### src/rtl/tdc_seq_pkg.sv
// Shared types and constants for the TDC delay-sweep sequencer.
package tdc_seq_pkg;

  typedef enum logic [2:0] {
    ST_IDLE,
    ST_ARM,
    ST_SHOT,
    ST_NEXT,
    ST_FIN
  } state_t;

  localparam int unsigned DEF_CNT_W   = 16;
  localparam int unsigned DEF_REP_W   = 8;
  localparam int unsigned DEF_PULSE_W = 4;
  localparam int unsigned DEF_GAP     = 1000;

  localparam int unsigned LED_W        = 5;
  localparam int unsigned LED_BUSY_BIT = 4;
  localparam int unsigned LED_IDX_MSB  = 3;

endpackage

### src/rtl/tdc_sweep_sequencer_if.sv
// Configuration and TDC-side pulse/status bundle of the sweep sequencer.
interface tdc_sweep_sequencer_if
  import tdc_seq_pkg::*;
#(
  parameter int unsigned CNT_W = DEF_CNT_W,
  parameter int unsigned REP_W = DEF_REP_W
);
  logic [CNT_W-1:0] cfg_dly_start;
  logic [CNT_W-1:0] cfg_dly_step;
  logic [CNT_W-1:0] cfg_steps;
  logic [REP_W-1:0] cfg_repeat;
  logic             teststart;
  logic             teststop;
  logic             busy;
  logic             done;
  logic [CNT_W-1:0] step_idx;
  logic [LED_W-1:0] led;

  modport master (
    output cfg_dly_start, cfg_dly_step, cfg_steps, cfg_repeat,
    input  teststart, teststop, busy, done, step_idx, led
  );

  modport slave (
    input  cfg_dly_start, cfg_dly_step, cfg_steps, cfg_repeat,
    output teststart, teststop, busy, done, step_idx, led
  );
endinterface

### src/rtl/sync_fedge.sv
// Two-flop synchroniser for an active-low async input with a registered
// one-cycle pulse on its falling edge.
module sync_fedge (
  input  logic clk,
  input  logic rst,
  input  logic din,
  output logic fall_p
);
  logic s1, s2, s3;

  // Flops idle high so reset release never looks like a press.
  always_ff @(posedge clk or negedge rst) begin
    if (!rst) begin
      s1     <= 1'b1;
      s2     <= 1'b1;
      s3     <= 1'b1;
      fall_p <= 1'b0;
    end else begin
      s1     <= din;
      s2     <= s1;
      s3     <= s2;
      fall_p <= s3 & ~s2;
    end
  end
endmodule

### src/rtl/tdc_sweep_sequencer.sv
// Steps the TDC start/stop pulse generator through a programmable delay
// sweep, firing a fixed number of start/stop pairs per delay value.
module tdc_sweep_sequencer
  import tdc_seq_pkg::*;
#(
  parameter int unsigned CNT_W   = DEF_CNT_W,
  parameter int unsigned REP_W   = DEF_REP_W,
  parameter int unsigned PULSE_W = DEF_PULSE_W,
  parameter int unsigned GAP     = DEF_GAP
) (
  input  logic                  clk,
  input  logic                  rst,
  input  logic                  trig_n,
  input  logic                  abort_n,
  tdc_sweep_sequencer_if.slave  bus
);
  localparam int unsigned T_W = CNT_W + 2;

  state_t           state, state_n;
  logic [T_W-1:0]   t, t_n;
  logic [CNT_W-1:0] dly, dly_n;
  logic [CNT_W-1:0] step_r, step_n;
  logic [CNT_W-1:0] steps_r, steps_n;
  logic [CNT_W-1:0] idx, idx_n;
  logic [REP_W-1:0] rmax, rmax_n;
  logic [REP_W-1:0] rep, rep_n;

  logic trig_p;
  logic ab1, ab2;
  logic abort;

  logic [T_W-1:0]   dly_x, shot_end, stop_end;
  logic [REP_W:0]   rep_inc;
  logic [CNT_W:0]   idx_inc;
  logic             in_run, in_shot;
  logic             start_c, stop_c, busy_c, done_c;
  logic [LED_W-1:0] led_c;

  sync_fedge u_trig (
    .clk    (clk),
    .rst    (rst),
    .din    (trig_n),
    .fall_p (trig_p)
  );

  // Abort is a level, so it only needs the synchroniser.
  always_ff @(posedge clk or negedge rst) begin
    if (!rst) begin
      ab1 <= 1'b1;
      ab2 <= 1'b1;
    end else begin
      ab1 <= abort_n;
      ab2 <= ab1;
    end
  end
  assign abort = ~ab2;

  assign dly_x    = T_W'(dly);
  assign shot_end = dly_x + T_W'(PULSE_W + GAP - 1);
  assign stop_end = dly_x + T_W'(PULSE_W);
  assign rep_inc  = (REP_W+1)'(rep) + (REP_W+1)'(1);
  assign idx_inc  = (CNT_W+1)'(idx) + (CNT_W+1)'(1);

  always_ff @(posedge clk or negedge rst) begin
    if (!rst) begin
      state   <= ST_IDLE;
      t       <= '0;
      dly     <= '0;
      step_r  <= '0;
      steps_r <= '0;
      idx     <= '0;
      rmax    <= '0;
      rep     <= '0;
    end else begin
      state   <= state_n;
      t       <= t_n;
      dly     <= dly_n;
      step_r  <= step_n;
      steps_r <= steps_n;
      idx     <= idx_n;
      rmax    <= rmax_n;
      rep     <= rep_n;
    end
  end

  always_comb begin
    state_n = state;
    t_n     = t;
    dly_n   = dly;
    step_n  = step_r;
    steps_n = steps_r;
    idx_n   = idx;
    rmax_n  = rmax;
    rep_n   = rep;
    if (abort) begin
      state_n = ST_IDLE;
    end else begin
      case (state)
        ST_IDLE: if (trig_p) state_n = ST_ARM;
        ST_ARM: begin
          dly_n   = bus.cfg_dly_start;
          step_n  = bus.cfg_dly_step;
          steps_n = (bus.cfg_steps == '0) ? CNT_W'(1) : bus.cfg_steps;
          rmax_n  = (bus.cfg_repeat == '0) ? REP_W'(1) : bus.cfg_repeat;
          idx_n   = '0;
          rep_n   = '0;
          t_n     = '0;
          state_n = ST_SHOT;
        end
        ST_SHOT: begin
          if (t == shot_end) state_n = ST_NEXT;
          else               t_n     = t + T_W'(1);
        end
        ST_NEXT: begin
          t_n = '0;
          if (rep_inc < (REP_W+1)'(rmax)) begin
            rep_n   = REP_W'(rep_inc);
            state_n = ST_SHOT;
          end else if (idx_inc < (CNT_W+1)'(steps_r)) begin
            idx_n   = CNT_W'(idx_inc);
            dly_n   = dly + step_r;
            rep_n   = '0;
            state_n = ST_SHOT;
          end else begin
            state_n = ST_FIN;
          end
        end
        ST_FIN:  state_n = ST_IDLE;
        default: state_n = ST_IDLE;
      endcase
    end
  end

  // Output terms evaluated from the current state/t, then registered.
  always_comb begin
    in_run  = (state == ST_ARM) || (state == ST_SHOT) || (state == ST_NEXT);
    in_shot = (state == ST_SHOT) && !abort;
    start_c = in_shot && (t < T_W'(PULSE_W));
    stop_c  = in_shot && (t >= dly_x) && (t < stop_end);
    busy_c  = in_run && !abort;
    done_c  = (state == ST_FIN) && !abort;
    led_c   = '0;
    led_c[LED_BUSY_BIT]  = busy_c;
    led_c[LED_IDX_MSB:0] = idx[LED_IDX_MSB:0];
  end

  always_ff @(posedge clk or negedge rst) begin
    if (!rst) begin
      bus.teststart <= 1'b0;
      bus.teststop  <= 1'b0;
      bus.busy      <= 1'b0;
      bus.done      <= 1'b0;
      bus.step_idx  <= '0;
      bus.led       <= '0;
    end else begin
      bus.teststart <= start_c;
      bus.teststop  <= stop_c;
      bus.busy      <= busy_c;
      bus.done      <= done_c;
      bus.step_idx  <= idx;
      bus.led       <= led_c;
    end
  end
endmodule

### src/flat_wrapper.sv
// flat-port wrapper written by rule: the top's interface ports become plain ports
module tdc_sweep_sequencer_flat import tdc_seq_pkg::*;
#(
  parameter int unsigned CNT_W   = DEF_CNT_W,
  parameter int unsigned REP_W   = DEF_REP_W,
  parameter int unsigned PULSE_W = DEF_PULSE_W,
  parameter int unsigned GAP     = DEF_GAP
)
  (clk, rst, trig_n, abort_n, bus_cfg_dly_start, bus_cfg_dly_step, bus_cfg_steps, bus_cfg_repeat, bus_teststart, bus_teststop, bus_busy, bus_done, bus_step_idx, bus_led);
  tdc_sweep_sequencer_if #(.CNT_W(CNT_W), .REP_W(REP_W)) bus_i ();
  input  logic clk;
  input  logic rst;
  input  logic trig_n;
  input  logic abort_n;
  input wire logic [$bits(bus_i.cfg_dly_start)-1:0] bus_cfg_dly_start;
  input wire logic [$bits(bus_i.cfg_dly_step)-1:0] bus_cfg_dly_step;
  input wire logic [$bits(bus_i.cfg_steps)-1:0] bus_cfg_steps;
  input wire logic [$bits(bus_i.cfg_repeat)-1:0] bus_cfg_repeat;
  output wire logic [$bits(bus_i.teststart)-1:0] bus_teststart;
  output wire logic [$bits(bus_i.teststop)-1:0] bus_teststop;
  output wire logic [$bits(bus_i.busy)-1:0] bus_busy;
  output wire logic [$bits(bus_i.done)-1:0] bus_done;
  output wire logic [$bits(bus_i.step_idx)-1:0] bus_step_idx;
  output wire logic [$bits(bus_i.led)-1:0] bus_led;
  assign bus_i.cfg_dly_start = bus_cfg_dly_start;
  assign bus_i.cfg_dly_step = bus_cfg_dly_step;
  assign bus_i.cfg_steps = bus_cfg_steps;
  assign bus_i.cfg_repeat = bus_cfg_repeat;
  assign bus_teststart = bus_i.teststart;
  assign bus_teststop = bus_i.teststop;
  assign bus_busy = bus_i.busy;
  assign bus_done = bus_i.done;
  assign bus_step_idx = bus_i.step_idx;
  assign bus_led = bus_i.led;
  tdc_sweep_sequencer #(.CNT_W(CNT_W), .REP_W(REP_W), .PULSE_W(PULSE_W), .GAP(GAP)) u_core (.clk(clk), .rst(rst), .trig_n(trig_n), .abort_n(abort_n), .bus(bus_i));
endmodule
### config.mk
export PLATFORM = sky130hd
export DESIGN_NAME = tdc_sweep_sequencer_flat
export DESIGN_NICKNAME = d
export VERILOG_FILES = /design/src/rtl/tdc_seq_pkg.sv /design/src/rtl/tdc_sweep_sequencer_if.sv /design/src/rtl/sync_fedge.sv /design/src/rtl/tdc_sweep_sequencer.sv /design/src/flat_wrapper.sv
export SDC_FILE = /design/constraint.sdc
export NUM_CORES = 1
export LEC_CHECK = 0
export ABC_AREA = 1
export ABC_CLOCK_PERIOD_IN_PS = 5300
export CAP_MARGIN = 10
export CORE_MARGIN = 4
export CORE_UTILIZATION = 55
export DETAILED_ROUTE_END_ITERATION = 10
export PLACE_DENSITY_LB_ADDON = 0.08
export SETUP_SLACK_MARGIN = 0.15
export SLEW_MARGIN = 20
export SYNTH_ARGS = -nofsm -noshare
export SYNTH_HDL_FRONTEND = slang
export SYNTH_SLANG_ARGS = --single-unit
### constraint.sdc
create_clock -name clk -period 5.3 [get_ports clk]
set_clock_uncertainty 0.2 [all_clocks]
set_input_delay 0.53 -clock clk [delete_from_list [all_inputs] [get_ports clk]]
set_output_delay 0.53 -clock clk [all_outputs]
set_load 0.05 [all_outputs]
==> flow_summary_export.csv <==
group,metric,value,unit
timing,layout_setup_ws,1620,ps
grt,grt_max_degree,74,
logic_synthesis,synth.most_common_cell,"nand2_1",
floorplanning,initial_utilization,0.567,
logic_synthesis,syn-num-nets,1367,
route,detail_route.vias_per_cell,5.35,
floorplanning,die_height,136,um
clocking,numCtsBuffers,17,
logic_synthesis,synth-edff-count,0,
place,place_hpwl,17.4,mm
critical_path,slowest_stage,"nand3_2",
logic_synthesis,ys_async_sr_fraction,1.00,
power,p_leak,0.00530,uW
floorplanning,die_w,136,um
power,netSwitchingFraction,0.431,
route,drtIter0Drc,662,
logic_synthesis,netlist_area,9070,sq um
min_path,hold_path.class,"reg -> reg",
grt,antenna_found_initial,0,
clocking,clock-sinks,127,
critical_path,worstPathRequired,5450,ps
timing,fin_crit_sh,0.695,
clocking,clk_latency,420,ps
cells_and_area,stdcell_count,1523,
power,combPwrFrac,0.427,
critical_path,crit_type,"reg -> reg",
grt,grt_pass1_vias,7463,
critical_path,start_kind,"flip-flop",
cells_and_area,n_fill_cell,1454,
logic_synthesis,ys_ff_latch,127,
critical_path,worstPathCellList,"ha_1, nand3_1, nor3_2, xnor2_1, inv_1, ha_1, a21oi_1, o211ai_1, a21oi_1, nand3_2, nand3_4, nand2_1, nand2_1",
timing,worst_pin_slew,830,ps
critical_path,crit_fanout,35,
cells_and_area,utilization,0.660,
timing,hold_violations,0,
logic_synthesis,synth_cells,1232,
place,port_buffers,84,
critical_path,slowest_delay,670,ps
clocking,ctsResizeCount,0,
floorplanning,die-area,18600,sq um
place,place.gp.congestion,0.961,
route,totalWireLength,23.3,mm
logic_synthesis,seq_area_frac_synth,0.351,
power,max-vdd-ir-drop,0.273,mV
power,p_sw,1960,uW
floorplanning,rows,46,
clocking,cts_max_level,4,
cells_and_area,syn_to_final_growth,16.4,%
place,placedCellCount,1490,
clocking,cts-root-buf,"clkbuf_16",
cells_and_area,drive_above_1_share,0.0757,
critical_path,cp.arrival,3840,ps
power,seq_power_share,0.322,
clocking,cts_buffer_depth,2,
logic_synthesis,yosysWarnings,0,
route,drc,0,
route,ant_nets,0,
critical_path,worst_setup_path_end_kind,"flip-flop",
power,p_int,2590,uW
logic_synthesis,synth_top_area_frac,0.337,
timing,setup_viol,0,
power,clkPwrFrac,0.251,
job,cap_violations,0,
timing,timing.fmax,271,MHz
logic_synthesis,synth.avg_cell_area,7.36,sq um
run_status,outcome,"completed",
clocking,clk_pin_slew,60,ps
power,power,4550,uW
logic_synthesis,ys.flop_type,"dfrtp_1",
grt,grt_pass1_wl,38.6,mm
logic_synthesis,synth.distinct_cells,47,
timing,fin_tns_setup,0,ps
floorplanning,io_pins,85,
clocking,tritoncts,"done",
floorplanning,core-area,16000,sq um
power,p_per_area,431,nW/um^2
cells_and_area,nets,1430,
clocking,post_cts_buffers,0,
logic_synthesis,yosysTopAreaCell,"dfrtp_1",
timing,rsz0062_at_grt,"no",
route,wire_per_inst,15.3,um
place,dp_slack,1640,ps
timing,min_period,3680,ps
logic_synthesis,synth_top_cells_by_area,"dfrtp_1 (34%), nand2_1 (15%), ha_1 (10%)",
route,via_count,8148,
timing,slew_viol_final,0,
logic_synthesis,synth_common_cells,"nand2_1 (370), dfrtp_1 (122), inv_1 (115)",
route,dr.pass1.iters,5,
critical_path,ff2ff_setup_slack,1620,ps
cells_and_area,diodes,0,
timing,max_slew_margin,0.446,
grt,grt_overflow,0,
grt,grtUsageTotal,0.265,
[sequential cells by signal (all words and copies together), names as in the netlist, 3 cells and up]
signal,cells
u_core.state,3
u_core.t,18
u_core.bus.step_idx,16
u_core.rmax,8
u_core.step_r,16
u_core.rep,8
u_core.idx,16
u_core.steps_r,16
u_core.dly,16
[placed cells by master (no fill, tap or decap), drive strengths merged, types with 47 or more instances in the layout]
| cell type | n |
|---|---|
| nand4 | 51 |
| dfrtp | 122 |
| nand2 | 391 |
| a21oi | 47 |
| ha | 74 |
| o21ai | 53 |
| nor2 | 121 |
| inv | 129 |
| clkdlybuf4s50 | 83 |
| nand3 | 72 |
[routing by layer]
metal  part of all wire  vias to the layer above  GRT usage
met1               0.50                     3704      0.413
met2               0.42                      273      0.386
met5                  0                        -          0
met4              0.016                        0     0.0594
li1                   -                     4146          -
met3              0.068                       25     0.0433
[per-stage QoR]
step / area [sq um] / hold slack [ps]
2_1_floorplan: 9070 / 34.4
5_1_grt: 10600 / 163
3_3_place_gp: 9950 / 149
3_5_place_dp: 9950 / 147
4_1_cts: 10500 / 155
6_report: 10600 / 153
[final cells by class]
class                           instances  area [sq um]  share of cell area
Clock buffer                           18           429              0.0406
Multi-Input combinational cell        931          5140               0.487
Clock inverter                         13           138              0.0130
Inverter                              127           478              0.0453
Tap cell                              216           270              0.0256
Sequential cell                       127          3180               0.302
Timing Repair Buffer                   91           917              0.0869
[cells by family (layout without fill, tap and decap cells)]
group,count (synthesis),count (layout),synth area share
flops,127,127,0.351
xor+xnor,54,54,0.0521
compound gates,116,116,0.0685
buf+inv,174,249,0.0833
simple gates,686,686,0.341
fa+ha+maj,75,75,0.104
[critical path: cells and delay by family, from the launching register on]
kind / cells / cell delay (ps)
AND/OR/NAND/NOR: 6 / 1850
adder cells (fa/ha/maj): 2 / 500
AO/OA/AOI/OAI: 3 / 440
flip-flops: 1 / 400
XOR/XNOR: 1 / 140
buffers and inverters: 1 / 70
[power groups by stage]
stage | clock network [uW] | registers (uW) | logic [uW]
3_3_place_gp | 0 | 1470 | 1850
4_1_cts | 1160 | 1450 | 1910
2_1_floorplan | 0 | 1360 | 1490
3_5_place_dp | 0 | 1470 | 1900
5_1_grt | 1210 | 1490 | 2240
6_report | 1140 | 1470 | 1940
[what timing repair did]
action                                 4_1_cts  5_1_grt
hold buffers                                 1        0
endpoints found under the hold margin       72        0
setup endpoints to repair                    0        0
[worst paths after layout]
check,to,cells past startpoint,start
max,u_core.dly[6]$_DFFE_PN0P_,13,u_core.rep[0]$_DFFE_PN0P_
min,u_core.u_trig.s2$_DFF_PN1_,0,u_core.u_trig.s1$_DFF_PN1_
max reg2reg,u_core.dly[6]$_DFFE_PN0P_,13,u_core.rep[0]$_DFFE_PN0P_
min reg2reg,u_core.u_trig.s2$_DFF_PN1_,0,u_core.u_trig.s1$_DFF_PN1_
max in group asynchronous,u_core.step_r[12]$_DFFE_PN0P_,3,rst
min in group asynchronous,u_core.idx[5]$_DFFE_PN0P_,2,rst
(Power assumes the default switching activity.)
